**src/rtl/cla_serial_add_ctrl.sv**
```systemverilog
// Byte-serial wide adder controller: sequences one external 8-bit CLA over WORDS slices.
// Optional macro CLA_SUB_EN adds a 'sub' input for two's-complement subtraction.
module cla_serial_add_ctrl #(
  parameter int WORDS = 4
) (
  input  logic                 clk,
  input  logic                 rst_n,
  input  logic                 start,
`ifdef CLA_SUB_EN
  input  logic                 sub,
`endif
  output logic                 ready,
  input  logic [8*WORDS-1:0]   a,
  input  logic [8*WORDS-1:0]   b,
  input  logic                 carry_in,
  output logic [8*WORDS-1:0]   sum,
  output logic                 carry_out,
  output logic                 done,
  output logic [7:0]           cla_a,
  output logic [7:0]           cla_b,
  output logic                 cla_ci,
  input  logic [7:0]           cla_s,
  input  logic                 cla_co
);

  localparam int CNT_W = $clog2(WORDS);
  localparam logic [CNT_W-1:0] LAST = CNT_W'(WORDS - 1);

  typedef enum logic [1:0] {
    IDLE = 2'd0,
    RUN  = 2'd1,
    DONE = 2'd2
  } state_t;

  state_t                  state;
  logic [CNT_W-1:0]        idx;
  logic [WORDS-1:0][7:0]   op_a;
  logic [WORDS-1:0][7:0]   op_b;
  logic [WORDS-1:0][7:0]   sum_r;
  logic                    c_reg;

  assign ready = (state == IDLE);
  assign done  = (state == DONE);
  assign sum   = sum_r;

  // CLA inputs are only meaningful during RUN; held at zero otherwise.
  always_comb begin
    cla_a  = '0;
    cla_b  = '0;
    cla_ci = 1'b0;
    if (state == RUN) begin
      cla_a  = op_a[idx];
      cla_b  = op_b[idx];
      cla_ci = c_reg;
    end
  end

  always_ff @(posedge clk) begin
    if (!rst_n) begin
      state     <= IDLE;
      idx       <= '0;
      op_a      <= '0;
      op_b      <= '0;
      sum_r     <= '0;
      c_reg     <= 1'b0;
      carry_out <= 1'b0;
    end else begin
      case (state)
        IDLE: begin
          if (start) begin
            op_a <= a;
`ifdef CLA_SUB_EN
            op_b  <= sub ? ~b : b;
            c_reg <= sub ? 1'b1 : carry_in;
`else
            op_b  <= b;
            c_reg <= carry_in;
`endif
            idx   <= '0;
            state <= RUN;
          end
        end
        RUN: begin
          sum_r[idx] <= cla_s;
          c_reg      <= cla_co;
          if (idx == LAST) begin
            carry_out <= cla_co;
            state     <= DONE;
          end else begin
            idx <= idx + CNT_W'(1);
          end
        end
        DONE: begin
          state <= IDLE;
        end
        default: begin
          state <= IDLE;
        end
      endcase
    end
  end

endmodule

```
**config.mk**
```make
export PLATFORM = sky130hd
export DESIGN_NAME = cla_serial_add_ctrl
export DESIGN_NICKNAME = d
export VERILOG_FILES = /design/src/rtl/cla_serial_add_ctrl.sv
export SDC_FILE = /design/constraint.sdc
export NUM_CORES = 1
export LEC_CHECK = 0
export BUFFER_PORTS_ARGS = -buffer_cell sky130_fd_sc_hd__clkbuf_2
export CORE_MARGIN = 8
export CORE_UTILIZATION = 35
export CTS_CLUSTER_SIZE = 40
export DETAILED_ROUTE_END_ITERATION = 10
export PLACE_DENSITY_LB_ADDON = 0.12
export SLEW_MARGIN = 20
export SYNTH_ARGS = -nofsm -noshare
export SYNTH_HDL_FRONTEND = slang
export SYNTH_SLANG_ARGS = --single-unit
```
**constraint.sdc**
```tcl
create_clock -name clk -period 1.8 [get_ports clk]
set_input_delay 0.18 -clock clk [delete_from_list [all_inputs] [get_ports clk]]
set_output_delay 0.18 -clock clk [all_outputs]
set_load 0.01 [all_outputs]
```
Word level (Yosys, flattened, before mapping)
Index checks and enable logic that the tools add are counted.
{"block": "word_totals", "regBits": 102}
{"block": "classes", "n_addsub": 1, "eq_ne": 6, "muxes": 18, "n_reduce_logical": 8, "n_lt_le_gt_ge": 2}
{"op": "$mux W8", "n": 5}
{"op": "$bmux W8 S2", "n": 2}
{"op": "$bwmux W32", "n": 1}
{"op": "$demux W8 S2", "n": 1}
{"op": "$mux W2", "n": 4}
{"op": "$pmux W2 S2", "n": 2}
{"op": "$reduce_and A2 Y1", "n": 4}
{"op": "$eq A2 B2 Y1 const B", "n": 2}
{"op": "$ne A2 B2 Y1 const B", "n": 2}
{"op": "$lt A2 B3 Y1 const B", "n": 1}
{"op": "$reduce_and A3 Y1", "n": 1}
{"op": "$add A2 B1 Y2 const B", "n": 1}
{"op": "$eq A2 B1 Y1 const B", "n": 1}
{"op": "$ge A2 B1 Y1 const B", "n": 1}
{"op": "$logic_not A2 Y1", "n": 1}
{"op": "$mux W1", "n": 2}
{"op": "$ne A2 B1 Y1 const B", "n": 1}
{"op": "$pmux W1 S2", "n": 1}
{"op": "$reduce_bool A2 Y1", "n": 1}
{"op": "$logic_and A1 B1 Y1", "n": 1}

Longest topological paths before layout
{"block": "depth", "word_depth": 5, "mapped_depth": 8}

Worst setup path before layout
No wires, ideal clock.
{"block": "synth_path", "path_kind": "register to register", "start": "reg idx[1]", "end": "reg sum_r, in the netlist sum[15]", "path_slack_ns": 0.093, "synth_period_minus_slack_ns": 1.707, "path_stages_with_launch": 9, "n_path_buf": 3, "arrival_ns": 1.579, "path_cell_list": "dfxtp_1 -> buf_2 -> buf_2 -> inv_1 -> ha_1 -> nand3b_1 -> buf_2 -> mux2i_1 -> nor2_1"}
{"block": "synth_between", "elab_chain_cells": 5, "elab_cells_between_ends": 6}
{"item": "start: declaration", "line": "36", "source": "logic [CNT_W-1:0] idx;"}
{"item": "start signal: assignment", "line": "90", "source": "idx <= idx + CNT_W'(1);"}
{"item": "$lt A2 B3 Y1 (not written as such) / $ge A2 B1 Y1 (equally long branches)", "line": "84", "source": "sum_r[idx] <= cla_s;"}
{"item": "$logic_and A1 B1 Y1 (not written as such)", "line": "84"}
{"item": "$mux W8 (not written as such)", "line": "84"}
{"item": "$demux W8 S2 (*)", "line": "84"}
{"item": "$bwmux W32 (*)", "line": "84"}
{"item": "end signal: indexed assignment", "line": "84"}
{"item": "end: declaration", "line": "39", "source": "logic [WORDS-1:0][7:0] sum_r;"}
Mark *: on every way between the ends. The rest lies on a longest branch, timed or not.
A chain may end at the register's enable or synchronous reset.

Worst setup path after layout
{"block": "layout_path", "start": "reg idx[0]", "end": "out cla_a[1]"}
{"block": "layout_between", "elab_chain_cells": 3}
{"item": "$bmux W8 S2", "line": "52", "source": "cla_a = op_a[idx];"}
{"item": "$mux W8 (not written as such)", "line": "52"}
{"item": "$mux W8", "line": "51", "source": "if (state == RUN) begin"}
{"item": "end: declaration", "line": "19", "source": "output logic [7:0] cla_a,"}
Every way passes these cells. The select of a mux whose other input is x is not followed.

==> metrics.txt <==
status=complete, but fails checks; violated checks=setup timing; mapped cell area=roughly 0.0042 mm^2; first-pass GRT wire length=18.09 mm; max_slew headroom=between 70% and 80%; top cells by area in the synthesized netlist=dfxtp_1 49%, nand2_1 12%, mux4_2 8.7%; DR WL/cell=approximately 15 um; Worst VDD drop=slightly above 0.0006 V; crit start category=flop; Critical Path Sink Type=primary output; Data arrival, critical path=1640 ps; share of the synthesized area in the top cell type=between 40% and 50%; I/O Pins=roughly 130; Hold Buf Count CTS=0; R2R cell count=3; Total GRT Usage=14.03%; pwr dens=roughly 930 mW/mm^2; hold slack=51.81 ps; gpl congestion=0.7327; clk_skew=approximately 8 ps; Leak=2.512 nW; Final Hold Vio Count=0; Pint=3.792 mW; Syn Nets=~540; Place WS=approximately 180 ps; Area growth syn-to-layout=31.81%; clock root cell=clkbuf_16; R2R Path End=c_reg$_SDFFE_PN0P_; Final #Nets=roughly 660; crit path max fanout=8; synthesized flop and latch total=102; Initial DRT Pass Iterations=4; DP Wirelength=~7.6 mm; htree depth=3; slowest stage cell, crit path=mux4_2; initial antenna violation count=0; Final setup viols=8; worst-case clock buffer depth=2; Required @ worst endpoint=1620 ps; sequential share of power=between 40% and 50%; DRC errors left=0; Final Total Pwr=5.091 mW; First DRT Iteration DRCs=188; Slew @ Worst Pin=376.7 ps; grt ovf=0; die area=0.01562 mm^2; Final Critical Period=1820 ps; diode count=0; Initial Utilization=between 30% and 40%; worst reg2reg startpoint=state[1]$_SDFFE_PN0P_; clock power share=around two fifths; Critical Path, Cell by Cell=buf_12, mux4_2, nor2b_1, clkbuf_2; die outline height=about 120 um; Mean Syn Cell Area=9.098 um^2; post-route ant nets=0; CP max stage delay=between 400 and 500 ps; combinational fraction of design power=between 10 and 15%; sequential fraction of the synthesis area=around half; worst-skew pair later-pin latency=between 300 and 400 ps; sw frac=between 20% and 30%; fin crit share=101.1%; largest net degree at the start of global routing=38; CTS tree=built; crit path kind=flop to primary output; Final WS setup=-20.03 ps; yosys warns=0; WL final=about 11 mm; # rows=40; Max Cap Viol=0; clock buffer count from CTS=9; Slew Limit Fails=0; fmax=between 500 and 600 MHz; total core area=~0.012 mm^2; Switch Pwr=between 1 and 1.5 mW; Synth cell types=25; share of cells above drive strength 1=between 30% and 40%; Hold Path Class=input pin to flop; synthesized netlist cell count=457; Port Buffers=roughly 130; Layout Utilization=46.40%; unrepaired setup endpoints after global routing=true; r2r setup slk=~240 ps; Worst setup startpoint=idx[0]$_SDFFE_PN0P_; die width=125.0 um; total number of vias=about 3400; CP endpoint=cla_a[1]; largest area contributor in the netlist=dfxtp_1; clock sink count=102; routed vias/inst=around 4.7; vias in the first global route=~3700; Worst-path clk slew=approximately 80 ps
logic make-up (layout without fill, tap and decap cells):
family / after synthesis / in the layout / synth area share (%)
and+or+nand+nor: 193 / 193 / 19.23
DFF: 102 / 102 / 49.11
AOI/OAI and AO/OA: 69 / 69 / 8.787
muxes: 49 / 49 / 16.61
buffers and inverters: 40 / 168 / 5.055
adders and majority gates: 4 / 4 / 1.204
layout make-up:
type | count | area (um^2)
Tap cell | 147 | 183.9
Fill cell | 1200 | 6331
Multi-Input combinational cell | 315 | 1993
Timing Repair Buffer | 148 | 925.9
Inverter | 4 | 15.01
Clock inverter | 7 | 88.84
Sequential cell | 102 | 2048
Clock buffer | 9 | 225.2
power by group through the flow:
| stage | combinational [mW] | sequential (mW) | clock, mW |
|---|---|---|---|
| after global placement | 0.588 | 2.48 | 0 |
| after floorplan | 0.378 | 2.47 | 0 |
| final | 0.637 | 2.43 | 2.02 |
| after detailed placement | 0.596 | 2.48 | 0 |
| after global routing | 0.707 | 2.45 | 2.19 |
| after CTS | 0.628 | 2.43 | 2.09 |
Yosys cell counts (all sizes together):
master,instances
ha,4
a21oi,64
o31ai,1
nor2,37
or4,1
nand3b,4
a311oi,1
nand2b,1
buf,21
o32ai,1
nand2,130
nor3b,1
o21ai,2
mux2i,33
nor2b,17
dfxtp,102
inv,4
mux4,16
and2,1
or3b,1
clkbuf,15
how the worst min path moves through the flow:
stage          startpoint                     to  cells after the start
6_report            a[27]  op_a[27]$_SDFFE_PN0P_                      3
5_1_grt             b[28]  op_b[28]$_SDFFE_PN0P_                      3
4_1_cts             a[27]  op_a[27]$_SDFFE_PN0P_                      3
3_5_place_dp        b[27]  op_b[27]$_SDFFE_PN0P_                      3
3_3_place_gp        b[13]  op_b[13]$_SDFFE_PN0P_                      3
2_1_floorplan       rst_n  state[0]$_SDFFE_PN0P_                      1
layout by cell type, fill, tap and decap left out, types with 2 or more instances in the layout:
master and n:
buf_6 12, a21oi_1 64, clkbuf_2 117, buf_12 3, nor2_1 37, dfxtp_1 99, mux4_2 16, mux2i_1 33
nand3b_1 4, inv_1 3, buf_4 15, dfxtp_2 2, nand2_1 130, ha_1 4, nor2b_1 6, inv_8 4
nor2b_4 11, clkbuf_16 9
routing by layer:
metal	share of wire (%)	vias up	track usage (%)
met5	0	-	0
met4	0.81	0	4.083
met3	4.8	7	3.357
met2	49	85	23.81
met1	46	1592	17.30
li1	-	1760	-
per-stage QoR:
step / area [um^2] / std cells / TNS (ps)
after floorplan: 4158 / 457 / 0
after global placement: 4950 / 712 / 0
after detailed placement: 4950 / 712 / 0
after CTS: 5376 / 732 / -410.0
after global routing: 5480 / 732 / -944.0
final: 5480 / 732 / -101.2
critical path: cells and delay by family (launching register included):
kind / cells / cell delay [ps]
simple gates: 1 / 140
flops: 1 / 390
buf+inv: 2 / 270
mux: 1 / 490
repair_timing:
action | CTS | global route
endpoints found under the setup margin | 16 | 17
resized for setup | 15 | 32
gates cloned | 1 | 0
buffers inserted | 3 | 0
Note: power is estimated with default switching activity, not from simulation.
